## src/rtl/ss_feeder.sv

```systemverilog
// ss_feeder: streams stored W/X matrices to an SS array and captures its result burst
module ss_feeder #(
   parameter int DW = 16,
   parameter int RW = 40,
   parameter int TIMEOUT = 64
) (
   input  logic          clk,
   input  logic          rst,
   input  logic          cfg_we,
   input  logic [4:0]    cfg_addr,
   input  logic [DW-1:0] cfg_wdata,
   input  logic          start,
   input  logic          start_size,
   output logic          busy,
   output logic          done,
   output logic          err,
   input  logic [2:0]    res_addr,
   output logic [RW-1:0] res_data,
   output logic          in_valid,
   output logic [DW-1:0] matrix,
   output logic          matrix_size,
   input  logic          out_valid,
   input  logic [RW-1:0] out_value
);
   localparam int CW = ($clog2(TIMEOUT) > 5) ? $clog2(TIMEOUT) : 5;
   typedef enum logic [1:0] {IDLE, SEND, WAIT, RECV} state_t;
   state_t state, state_n;
   logic [CW-1:0] cnt, cnt_n;
   logic [2:0] k, k_n;
   logic sz, sz_n, in_valid_n, matrix_size_n, done_n, err_n;
   logic [DW-1:0] matrix_n;
   logic [DW-1:0] mem [32];
   logic [RW-1:0] res [7];
   logic [4:0] nidx, saddr;
   logic last_word, last_res, cap;
   assign nidx = cnt[4:0] + 5'd1;
   assign saddr = sz ? nidx : {nidx[2], 1'b0, nidx[1], 1'b0, nidx[0]};
   assign last_word = cnt == (sz ? CW'(31) : CW'(7));
   assign last_res = k == (sz ? 3'd6 : 3'd2);
   assign cap = out_valid && (state == WAIT || state == RECV);
   assign busy = state != IDLE;
   assign res_data = (res_addr == 3'd7) ? '0 : res[res_addr];
   always_comb begin
      state_n = state;
      cnt_n = cnt;
      k_n = k;
      sz_n = sz;
      in_valid_n = 1'b0;
      matrix_n = '0;
      matrix_size_n = 1'b0;
      done_n = 1'b0;
      err_n = err;
      case (state)
         IDLE: if (start) begin
            state_n = SEND;
            cnt_n = '0;
            k_n = '0;
            sz_n = start_size;
            err_n = 1'b0;
            in_valid_n = 1'b1;
            matrix_n = (cfg_we && cfg_addr == 5'd0) ? cfg_wdata : mem[0];
            matrix_size_n = start_size;
         end
         SEND: if (last_word) begin
            state_n = WAIT;
            cnt_n = CW'(1);
         end else begin
            cnt_n = cnt + CW'(1);
            in_valid_n = 1'b1;
            matrix_n = mem[saddr];
         end
         WAIT: if (out_valid) begin
            state_n = RECV;
            k_n = 3'd1;
         end else if (cnt == CW'(TIMEOUT - 1)) begin
            state_n = IDLE;
            err_n = 1'b1;
            done_n = 1'b1;
         end else
            cnt_n = cnt + CW'(1);
         RECV: if (!out_valid) begin
            state_n = IDLE;
            err_n = 1'b1;
            done_n = 1'b1;
         end else if (last_res) begin
            state_n = IDLE;
            done_n = 1'b1;
         end else
            k_n = k + 3'd1;
         default: state_n = IDLE;
      endcase
   end
   always_ff @(posedge clk or posedge rst)
      if (rst) begin
         state <= IDLE;
         cnt <= '0;
         k <= '0;
         sz <= 1'b0;
         in_valid <= 1'b0;
         matrix <= '0;
         matrix_size <= 1'b0;
         done <= 1'b0;
         err <= 1'b0;
      end else begin
         state <= state_n;
         cnt <= cnt_n;
         k <= k_n;
         sz <= sz_n;
         in_valid <= in_valid_n;
         matrix <= matrix_n;
         matrix_size <= matrix_size_n;
         done <= done_n;
         err <= err_n;
      end
   always_ff @(posedge clk or posedge rst)
      if (rst)
         for (int i = 0; i < 32; i++) mem[i] <= '0;
      else if (state == IDLE && cfg_we)
         mem[cfg_addr] <= cfg_wdata;
   always_ff @(posedge clk or posedge rst)
      if (rst)
         for (int i = 0; i < 7; i++) res[i] <= '0;
      else if (state == IDLE && start)
         for (int i = 0; i < 7; i++) res[i] <= '0;
      else if (cap)
         res[k] <= out_value;
endmodule

```

## config.mk

```make
export PLATFORM = sky130hd
export DESIGN_NAME = ss_feeder
export DESIGN_NICKNAME = d
export VERILOG_FILES = /design/src/rtl/ss_feeder.sv
export SDC_FILE = /design/constraint.sdc
export NUM_CORES = 2
export LEC_CHECK = 0
export CAP_MARGIN = 15
export CORE_UTILIZATION = 55
export CTS_CLUSTER_DIAMETER = 40
export DETAILED_ROUTE_END_ITERATION = 6
export PLACE_DENSITY = 0.74
export RECOVER_POWER = 50
export SLEW_MARGIN = 20
export SYNTH_ARGS = -nofsm -noshare
export SYNTH_HDL_FRONTEND = slang
export SYNTH_SLANG_ARGS = --single-unit
export TNS_END_PERCENT = 5
```

## constraint.sdc

```tcl
create_clock -name clk -period 34 [get_ports clk]
set_input_delay 3.4 -clock clk [delete_from_list [all_inputs] [get_ports clk]]
set_output_delay 3.4 -clock clk [all_outputs]
set_load 0.01 [all_outputs]
```

==> flow_metrics.py <==
metrics = {
    "power": {
        "p_per_area_nw_per_um2": 77.17,
        "power.total_w": 0.003413,
        "p_leak_nw": 19.97,
        "peakVddDrop_uv": 69.94,
    },
    "timing": {
        "tns_ns": 0,
        "layout_setup_ws_ns": 18.83,
        "final-setup-viol-count": 0,
        "clock-skew-final_ns": 0.02656,
        "fmax_mhz": 65.91,
        "rsz0062_at_grt": "false",
        "timing.hold.ws_ns": 0.4976,
        "hold_viol": 0,
        "tightest_slew_ns": 9.233,
        "layout_min_cycle_time_ns": 15.17,
        "slew_headroom_pct": -515.6,
        "post-route-period-util_pct": 44.63,
        "maxSlewViolCount": 907,
    },
    "logic_synthesis": {
        "yosysWarnings": 0,
        "syn_area_per_cell_um2": 11.57,
        "synth_top_family_by_area": "multiplexers",
        "synth_fp_nets": 3395,
        "seq_area_frac_synth_pct": 53.69,
        "synthXorXnorAreaFrac_pct": 0.1564,
        "syn_area_um2": 38400,
        "synth_compound_area_share_pct": 8.002,
        "synth_common_cells": "dfrtp_1, nand2_1, mux2_2",
        "synth_edf_count": 0,
        "synth_top_area_cell": "dfrtp_1",
        "async_flop_share_pct": 100.0,
        "yosys.area.top_type_share_pct": 53.69,
        "syn_inst": 3318,
        "yosys_register_bits": 824,
        "muxShareOfSynthArea_pct": 24.91,
        "synth_cell_type_count": 66,
        "synth-main-ff-cell": "dfrtp_1",
        "synth-simple-area-share_pct": 9.784,
        "synth_area_leaders": "dfrtp_1, mux2_2, mux4_2",
        "synth_fa_ha_area_share_pct": 0.2281,
        "yosysMostFrequentCell": "dfrtp_1",
    },
    "global_route": {
        "gr-total-overflow": 0,
        "track_usage_pct": 30.43,
        "antenna_found_initial": 5,
        "grt_max_degree": 216,
        "grt_pass1_wl_um": 167000,
        "grt_pass1_vias": 29180,
    },
    "clock_network": {
        "clkTransAtPathRegs_ns": 0.06,
        "tritoncts": "done",
        "clock_path_buffers": 3,
        "ctsHoldBuffers": 0,
        "clk_latency_ns": 0.69,
        "clock_sinks": 824,
        "ctsResizeCount": 0,
        "cts_setup_buffers": 0,
        "htreeDepth": 3,
        "clockRootBuffer": "clkbuf_16",
        "cts_buffers": 112,
    },
    "floorplanning": {
        "die_area_um2": 70880,
        "die_h_um": 266.2,
        "boundaryPins": 131,
        "die_width_um": 266.2,
        "design.core.area_um2": 68830,
        "rows": 96,
        "initial_core_util_pct": 55.80,
    },
    "setup_path": {
        "critPathLaunchType": "input port",
        "crit_fanout": 175,
        "slowest_delay_ns": 6.64,
        "crit_required_ns": 32.45,
        "crit_slowest_cell": "clkbuf_1",
        "crit_type": "input port to async pin",
        "cp-end-kind": "async pin",
        "critPathArrivalTime_ns": 13.62,
        "crit_chain": "dlygate4sd3_1 > clkinvlp_2 > clkbuf_1",
    },
    "route": {
        "vias": 27650,
        "routed_via_density": 6.317,
        "wl_um": 106400,
        "ant_nets": 0,
        "avgRoutedWirePerCell_um": 24.31,
        "drtIter0Drc": 3033,
        "drc": 0,
        "dr.pass1.iters": 6,
    },
    "flow_run": {
        "maxCapViolations": 11,
    },
    "finish": {
        "fillers": 4974,
        "nets": 3426,
        "area_growth_pct": 15.17,
        "drive_above_1_share_pct": 27.40,
    },
    "placed_design": {
        "gp_congestion": 0.8890,
        "hpwlAfterDp_um": 61560,
        "io_buffer_count": 130,
        "dp_slack_ns": 24.64,
    },
    "run_status": {
        "status": "finished, violations left",
        "violations": "capacitance limit, slew limit",
    },
    "min_path": {
        "hp-class": "flip-flop to flip-flop",
    },
}
## flip-flops by register name, indices dropped and copies added, names as in the netlist
signal and flops:
mem 512, res 280, matrix 16, cnt 6, k 3, state 2, done 1, err 1
in_valid 1, matrix_size 1, sz 1
## report_power, final
group | switching, W | internal (W)
logic | 0.000473 | 0.000378
clock network | 0.000471 | 0.000756
registers | 0.000129 | 0.00121
total | 0.00107 | 0.00234
## worst max-delay path, delay by kind of cell
kind / cells / cell delay, ns
buffers and inverters: 3 / 9.93
## worst paths after layout
path,start,end,slack [ns],cells after the start
setup reg to reg,state[0]$_DFFE_PP0P_,res[71]$_DFFE_PP0P_,23.21,6
hold / removal,mem[406]$_DFFE_PP0P_,mem[406]$_DFFE_PP0P_,0.50,1
min in group asynchronous,rst,res[33]$_DFFE_PP0P_,4.69,2
setup / recovery,rst,mem[437]$_DFFE_PP0P_,18.83,3
max in group clk,start,res[71]$_DFFE_PP0P_,20.79,4
hold reg to reg,mem[406]$_DFFE_PP0P_,mem[406]$_DFFE_PP0P_,0.50,1
## logic make-up (layout without fill, tap and decap cells)
kind of cell             after synthesis  count (layout)
adder cells (fa/ha/maj)                7               7
flip-flops                           824             824
AO/OA/AOI/OAI                        536             536
buffers and inverters                297             424
XOR/XNOR                               6               6
multiplexers                         720             720
AND/OR/NAND/NOR                      928             928
other                                  0               1
## through the flow
step,instances,util [%],instance area [µm²]
floorplan,3318,-,38400
global placement,4166,58.60,40330
detailed placement,4166,58.60,40330
CTS,4376,64.40,44320
global route,4377,64.26,44230
finish,4377,64.26,44230
## layer usage
| metal | track usage [%] | share of wire (%) |
|---|---|---|
| met1 | 40.68 | 40 |
| met2 | 48.64 | 48 |
| met3 | 6.719 | 8.9 |
| met4 | 11.76 | 3.3 |
| met5 | 0 | 0.039 |
## layout by cell type, fill, tap and decap left out, types with 5 or more instances in the layout
master           count
clkbuf_1            27
clkinvlp_4          10
ha_1                 7
or3_1               17
o221ai_1            14
nor3_1              17
o21ai_0             18
o311ai_0            16
clkbuf_16          112
buf_4               50
clkbuf_8            13
mux4_2             136
dlygate4sd3_1       25
clkinv_2            22
and3_1               5
nor2_1             121
a21o_1              16
or4_1                9
nand2b_1            10
inv_6               14
a222oi_1             9
nand3_1             48
mux2i_1             57
mux2_2             526
clkinv_4             9
bufinv_16           15
a221o_1              5
clkdlybuf4s50_1    102
nand2_1            671
o32ai_1             15
inv_1               11
a21oi_1            411
dfrtp_1            823
## final cells by class
class | count | area (µm²) | area share (%)
Tap cell | 931 | 1165 | 2.634
Sequential cell | 824 | 20620 | 46.63
Timing Repair Buffer | 201 | 1760 | 3.980
Multi-Input combinational cell | 2197 | 16640 | 37.61
Inverter | 13 | 50.05 | 0.1132
Antenna cell | 1 | 2.502 | 0.005658
Clock buffer | 132 | 3008 | 6.801
Clock inverter | 78 | 983.4 | 2.224
(Power assumes the default switching activity.)
